--- src/rtl/mm_stream_tx.sv ---
// mm_stream_tx: reads a packed operand packet from a 1-cycle-latency RAM
// and streams it out as one AXI-stream packet through a 2-entry skid FIFO.
module mm_stream_tx #(
  parameter int ADDR_W = 10,
  parameter int CNT_W  = 16
) (
  input  logic              clk,
  input  logic              rst,
  input  logic              start,
  input  logic [ADDR_W-1:0] base_addr,
  input  logic [CNT_W-1:0]  num_words,
  output logic              busy,
  output logic              done,
  output logic              rd_en,
  output logic [ADDR_W-1:0] rd_addr,
  input  logic [31:0]       rd_data,
  output logic [31:0]       m_axis_tdata,
  output logic              m_axis_tvalid,
  input  logic              m_axis_tready,
  output logic              m_axis_tlast
);

  typedef enum logic [1:0] {IDLE, RUN, FIN} state_t;

  state_t             state_q, state_d;
  logic [ADDR_W-1:0]  base_q;
  logic [CNT_W-1:0]   num_q;
  logic [CNT_W-1:0]   issued_q;   // reads issued in this packet
  logic [CNT_W-1:0]   popped_q;   // beats accepted; equals index of head word
  logic               rd_vld_q;   // a read is in flight, data arrives this cycle
  logic [31:0]        mem_q [2];
  logic               wptr_q, rptr_q;
  logic [1:0]         cnt_q;

  logic       start_acc, push, pop, last_head;
  logic [2:0] credit_after;

  assign start_acc     = (state_q == IDLE) && start;
  assign push          = rd_vld_q;
  assign m_axis_tvalid = (cnt_q != 2'd0);
  assign pop           = m_axis_tvalid && m_axis_tready;
  assign m_axis_tdata  = mem_q[rptr_q];
  assign last_head     = (popped_q == num_q - CNT_W'(1));
  assign m_axis_tlast  = m_axis_tvalid && last_head;
  assign busy          = (state_q == RUN);
  assign done          = (state_q == FIN);
  assign rd_addr       = base_q + ADDR_W'(issued_q);

  // Credit counts stored words plus the read landing this cycle, minus this
  // cycle's pop; a new read only goes out if it still has a slot next cycle.
  assign credit_after  = 3'(cnt_q) + 3'(rd_vld_q) - 3'(pop);
  assign rd_en         = (state_q == RUN) && (issued_q < num_q) && (credit_after < 3'd2);

  // Next-state logic: zero-length packets go straight to FIN.
  always_comb begin
    state_d = state_q;
    unique case (state_q)
      IDLE: if (start) state_d = (num_words == '0) ? FIN : RUN;
      RUN:  if (pop && last_head) state_d = FIN;
      FIN:  state_d = IDLE;
      default: state_d = IDLE;
    endcase
  end

  // State register.
  always_ff @(posedge clk or posedge rst) begin
    if (rst) state_q <= IDLE;
    else     state_q <= state_d;
  end

  // Packet parameters and progress counters; cleared on each accepted start.
  always_ff @(posedge clk or posedge rst) begin
    if (rst) begin
      base_q   <= '0;
      num_q    <= '0;
      issued_q <= '0;
      popped_q <= '0;
    end else if (start_acc) begin
      base_q   <= base_addr;
      num_q    <= num_words;
      issued_q <= '0;
      popped_q <= '0;
    end else begin
      if (rd_en) issued_q <= issued_q + CNT_W'(1);
      if (pop)   popped_q <= popped_q + CNT_W'(1);
    end
  end

  // Read-in-flight flag; reset drops any outstanding read so its data is ignored.
  always_ff @(posedge clk or posedge rst) begin
    if (rst) rd_vld_q <= 1'b0;
    else     rd_vld_q <= rd_en;
  end

  // Skid FIFO storage and pointers; push and pop together leave occupancy unchanged.
  always_ff @(posedge clk or posedge rst) begin
    if (rst) begin
      mem_q[0] <= '0;
      mem_q[1] <= '0;
      wptr_q   <= 1'b0;
      rptr_q   <= 1'b0;
      cnt_q    <= 2'd0;
    end else begin
      if (push) begin
        mem_q[wptr_q] <= rd_data;
        wptr_q        <= ~wptr_q;
      end
      if (pop) rptr_q <= ~rptr_q;
      cnt_q <= cnt_q + 2'(push) - 2'(pop);
    end
  end

endmodule

--- config.mk ---
export PLATFORM = sky130hd
export DESIGN_NAME = mm_stream_tx
export DESIGN_NICKNAME = d
export VERILOG_FILES = /design/src/rtl/mm_stream_tx.sv
export SDC_FILE = /design/constraint.sdc
export NUM_CORES = 1
export LEC_CHECK = 0
export BUFFER_PORTS_ARGS = -buffer_cell sky130_fd_sc_hd__buf_2
export CAP_MARGIN = 40
export CORE_MARGIN = 2
export CORE_UTILIZATION = 36
export CTS_CLUSTER_SIZE = 20
export DETAILED_ROUTE_END_ITERATION = 8
export GPL_ROUTABILITY_DRIVEN = 0
export SLEW_MARGIN = 20
export SYNTH_ARGS = -nofsm -noshare
export SYNTH_HDL_FRONTEND = slang
export SYNTH_SLANG_ARGS = --single-unit
--- constraint.sdc ---
create_clock -name clk -period 4.7 [get_ports clk]
set_input_delay 0.47 -clock clk [delete_from_list [all_inputs] [get_ports clk]]
set_output_delay 0.47 -clock clk [all_outputs]
set_load 0.01 [all_outputs]
* Word-level counts from Yosys, hierarchy flattened
Index checks and enable logic that the tools add are counted.
** Storage, ports and cells
- ROM bits :: 0
- Memories kept :: 0
- Register bits after elaboration :: 129
- Output and inout port bits :: 47
- Memory bits (writable) :: 0
- Input bits :: 62
- Latch bits :: 0
** Operators by class
- Equal/unequal tests :: 5
- Shifts and indexed selects :: 0
- Multiply operators :: 0
- Reductions and logical operators :: 13
- Multiplexer cells :: 14
- Bitwise gates (word level) :: 4
- Add/subtract/negate cells :: 8
- Order comparisons :: 5
- Div/mod/pow operators :: 0
** Operators by type and width (count)
- $mux 32 :: 4
- $bwmux 64 :: 1
- $mux 16 :: 4
- $add 16x1->16 const B :: 2
- $demux 32 s1 :: 1
- $eq 16x16->1 :: 1
- $logic_not 16->1 :: 1
- $lt 16x16->1 :: 1
- $sub 16x1->16 const B :: 1
- $add 10x10->10 :: 1
- $logic_and 1x1->1 :: 7
- $mux 2 :: 3
- $reduce_bool 2->1 :: 3
- $ge 2x2->1 const B :: 2
- $not 1->2 :: 2
- $pmux 2 s2 :: 1
- $add 2x1->3 :: 1
- $lt 3x2->1 const B :: 1
- $sub 3x1->3 :: 1
- $add 2x1->2 :: 1
- $eq 2x1->1 const B :: 1
- $eq 2x2->1 const B :: 1
- $logic_not 2->1 :: 1
- $lt 2x1->1 const B :: 1
- 5 further kinds :: 6

* Logic depth before layout (Yosys ltp)
- Depth after elaboration :: 7
- Mapped depth :: 14
- Depth with buffers taken out :: 13

* Worst setup path after synthesis
No wires, ideal clock.
- Kind :: register to output
- Start point :: reg cnt_q[1]
- End point :: out rd_en
- Cell stages (with the launch flop) :: 13
- Data arrival time :: 2.990 ns
- Slack :: 1.240 ns
- Path buffers :: 0
- Cell sequence :: dfrtp_1 > or2_2 > nand2_1 > clkinv_1 > ha_1 > inv_1 > ha_1 > inv_1 > fa_1 > xnor2_1 > nand4b_1 > or3_4 > nor2_1
** On the way
- Longest elaborated chain between the ends :: 5
- Elaborated cells between the ends (all ways) :: 6
- Classes of those cells :: add/sub (2); order compare (1); reduce/logical (3)
** Ends and longest elaborated chain
- from (decl) :: line 33 : logic [1:0] cnt_q;
- from (signal assigned) :: line 109 : cnt_q <= cnt_q + 2'(push) - 2'(pop);
- $reduce_bool 2->1 :: line 40 : assign m_axis_tvalid = (cnt_q != 2'd0);
- net m_axis_tvalid :: line 18 : output logic m_axis_tvalid,
- $logic_and 1x1->1 :: line 41 : assign pop = m_axis_tvalid && m_axis_tready;
- net pop :: line 35 : logic start_acc, push, pop, last_head;
- $sub 3x1->3 :: line 51 : assign credit_after = 3'(cnt_q) + 3'(rd_vld_q) - 3'(pop);
- $lt 3x2->1 :: line 52 : assign rd_en = (state_q == RUN) && (issued_q < num_q) && (credit_after < 3'd2);
- $logic_and 1x1->1 :: line 52
- to (decl) :: line 14 : output logic rd_en,
The timed path passes the listed nets, and every way through them passes these cells.

* Final worst setup path
- Start point :: reg cnt_q[1]
- End point :: out rd_en
** On the way
- Longest elaborated chain between the ends :: 5
- Elaborated cells between the ends (all ways) :: 6
- Classes of those cells :: add/sub (2); order compare (1); reduce/logical (3)
** Ends and longest elaborated chain (line)
- $reduce_bool 2->1 :: 40
- $logic_and 1x1->1 :: 41
- net pop :: 35
- $sub 3x1->3 :: 51
- $lt 3x2->1 :: 52
- $logic_and 1x1->1 :: 52
The timed path passes the listed nets, and every way through them passes these cells.

==> impl_metrics.ini <==
[run_status]
status = completed

[sta]
layout_min_cycle_time_ns = 4.22
final-hold-violation-count = 0
max_freq_mhz = 237
hold_slack_ns = 0.141
fin_worst_skew_ns = 0.00871
maxSlewHeadroom_pct = 38.7
rsz0062_at_grt = false
finalMaxSlewViolations = 0
finalSetupTns_ns = 0
finalSetupViolations = 0
fin_crit_sh_pct = 89.8
tightestPinTransition_ns = 0.907

[critical_path]
r2r-start = cnt_q[1]
rr_worst_depth = 13
max_stage_delay_ns = 0.43
critPathSlowestCell = dfrtp_1
setup.worst_path.start_class = register
endpoint = rd_en
critPathCaptureType = output pin
worstPathArrival_ns = 3.75
worstSetupPathType = register to output pin
crit_fanout = 9
worstPathCellList = or2_2 > nand2_1 > clkinv_1 > ha_1 > inv_1 > ha_1 > inv_1 > fa_1 > xnor2_1 > nand4b_1 > or3_4 > nor2_1 > buf_4 > buf_2
worstReg2RegEnd = issued_q[5]
crit_start = cnt_q[1]
r2r_slack_ns = 1.05
cp.required_ns = 4.23

[detailed_routing]
wirelength_mm = 16.7
dr.first_iter.drc_count = 259
vias = 5360
vias_per_cell = 5.08
drcViolationCount = 0
ant_nets = 0
wl_per_cell_um = 15.8
dr.pass1.iters = 5

[synthesis]
synth-seq-area-share_pct = 45.9
synth_nets = 761
synthFlopType = dfrtp_1
syn_inst = 668
ys_ff_latch = 129
syn_area_per_cell_sq_um = 10.5
mappedNetlistArea_sq_um = 7030
async_flop_share_pct = 100
synth.distinct_cells = 53
synth_edf_count = 0
yosys_warnings = 0

[grt]
grt_util_met3_pct = 3.83
antenna_found_initial = 0
grtUsageMet2_pct = 26.8
grt_max_degree = 70
busiest_layer = met2
grt_usage_pct = 16.9
grt_pass1_vias = 5334
grt_pass1_wl_mm = 27.1
grt_overflow = 0
grt_util_met1_pct = 22.6

[die]
fp.coreArea_sq_um = 19300
std_cell_rows = 51
die_h_um = 144
dieArea_sq_um = 20600
die_x_um = 144
start_util_pct = 36.3
top_level_ports = 109

[clocking]
cts_hold_buf = 0
clock_sinks = 129
clk_latency_ns = 0.42
clk_pin_slew_worst_paths_ns = 0.07
cts_tree = built
cts.path.max_buffers = 2
post_cts_buffers = 0
htree_num_levels = 4
cts_root_buffer = clkbuf_16
post_cts_resize_count = 0
numCtsBuffers = 17

[pwr]
irDropWorstVdd_uv = 290
power.density_nw_per_um2 = 630
p_leak_nw = 3.90

[finish]
final_cell_area_sq_um = 8460
drive_above_1_share_pct = 32.7
register_area_sq_um = 3230
final_nets = 871
area_growth_pct = 20.4
multi_input_area_sq_um = 3600
diodes = 0
final.fill_count = 1902

[placed_design]
dpl.hpwl_mm = 11.7
post_dp_cell_area_sq_um = 7870
io_buffers = 108

[worst_hold_path]
hp-class = input port to asynchronous set/reset pin

[job]
drv_cap = 0
where the power goes:
| group | switching [mW] | leakage [nW] | internal (mW) |
|---|---|---|---|
| clock | 0.565 | 0.280 | 0.753 |
| sequential | 0.291 | 1.58 | 1.53 |
| combinational | 1.11 | 2.03 | 1.07 |
cells in the final DEF (no fill, tap or decap), types with 3 or more instances in the layout:
cell        synthesis  layout
xor2_1             18      18
nor3_1             10      10
nor4_1              9       9
inv_6               0       7
a31o_2              6       6
nand3_1             7       7
a211oi_1            3       3
nor4b_1             3       3
and2_1              7       7
clkbuf_16           0      17
nor2b_1             6       6
and3_1              7       7
dfrtp_1           129     129
inv_1              29      28
a31oi_1             9       9
clkinvlp_4          0       3
or3_1               5       5
o2111ai_1           3       3
or2_2               3       3
buf_2               0     108
nand4_1            17      17
ha_1               29      29
buf_4               0       8
and4_1              7       7
o211ai_1            4       4
xnor2_1            23      23
a21oi_1            17      17
nand2_1            86      86
nor2_1             35      35
o21ai_0            30      30
mux2_2             96      96
a21o_1              6       6
inv_8               0       4
nand2b_1            6       6
mux2i_1             7       7
area by class of cell:
cell class	instances	area share (%)
clock buffers	17	5.03
clock inverters	15	1.88
well taps	265	3.92
repair buffers	116	7.10
flip-flops and latches	129	38.2
inverters	30	1.36
multi-input cells	484	42.5
stage by stage:
stage | cells | total power, mW | util, % | worst slack [ns]
2_1_floorplan | 668 | 3.32 | - | 0.789
3_3_place_gp | 1024 | 3.99 | 40.7 | 1.04
3_5_place_dp | 1024 | 4.02 | 40.7 | 0.943
4_1_cts | 1056 | 5.38 | 43.7 | 0.465
5_1_grt | 1056 | 5.72 | 43.7 | 0.195
6_report | 1056 | 5.32 | 43.7 | 0.477
layer usage:
layer  share of wire [%]  vias up
li1                    -     2609
met1                  48     2585
met2                  46      146
met3                 4.8       20
met4                 1.5        0
met5                   0        -
worst min path at each step:
| stage | start | to | slack [ns] | cells past startpoint |
|---|---|---|---|---|
| 2_1_floorplan | base_q[0] | base_q[0] | 0.45 | 2 |
| 3_5_place_dp | wptr_q | wptr_q | 0.47 | 1 |
| 6_report | rst | mem_q[4] | 0.14 | 2 |
| 4_1_cts | rst | mem_q[4] | 0.16 | 2 |
| 5_1_grt | rst | mem_q[4] | 0.20 | 2 |
| 3_3_place_gp | wptr_q | wptr_q | 0.47 | 1 |
cells in the mapped netlist (all sizes together) (7+ instances only):
cell type | count | area share (%)
a21oi | 17 | 1.2
ha | 29 | 5.2
nand3 | 7 | 0.50
clkbuf | 17 | 0.91
nand4 | 17 | 1.5
o21ai | 30 | 2.1
xnor2 | 23 | 2.9
buf | 8 | 0.43
a31oi | 9 | 0.80
dfrtp | 129 | 46
mux2 | 96 | 15
nor3 | 10 | 0.71
and2 | 7 | 0.62
xor2 | 18 | 2.2
nand2 | 86 | 4.6
nor4 | 10 | 0.98
nor2 | 35 | 1.9
mux2i | 7 | 1.0
and4 | 7 | 0.87
inv | 29 | 1.5
and3 | 7 | 0.62
worst max-delay path, delay by kind of cell, from the launching register on:
family                   cells  cell delay, ns
buffers and inverters        5            0.69
XOR/XNOR                     1            0.15
adder cells (fa/ha/maj)      3            0.84
flip-flops                   1            0.43
AND/OR/NAND/NOR              5            1.22
registers in the layout, indices dropped and copies added (netlist names):
signal    count
mem_q        64
issued_q     16
num_q        16
popped_q     16
base_q       10
cnt_q         2
state_q       2
push          1
rptr_q        1
wptr_q        1
cells by family (layout without fill, tap and decap cells):
| kind of cell | Yosys count | in the layout | share of synthesized area (%) |
|---|---|---|---|
| DFF | 129 | 129 | 45.9 |
| and+or+nand+nor | 216 | 216 | 15.3 |
| xor gates and xnor gates | 41 | 41 | 5.11 |
| AOI/OAI and AO/OA | 93 | 93 | 8.55 |
| muxes | 103 | 103 | 16.4 |
| buffers and inverters | 55 | 178 | 2.94 |
| adders and majority gates | 31 | 31 | 5.73 |
Note: power is estimated with default switching activity, not from simulation.
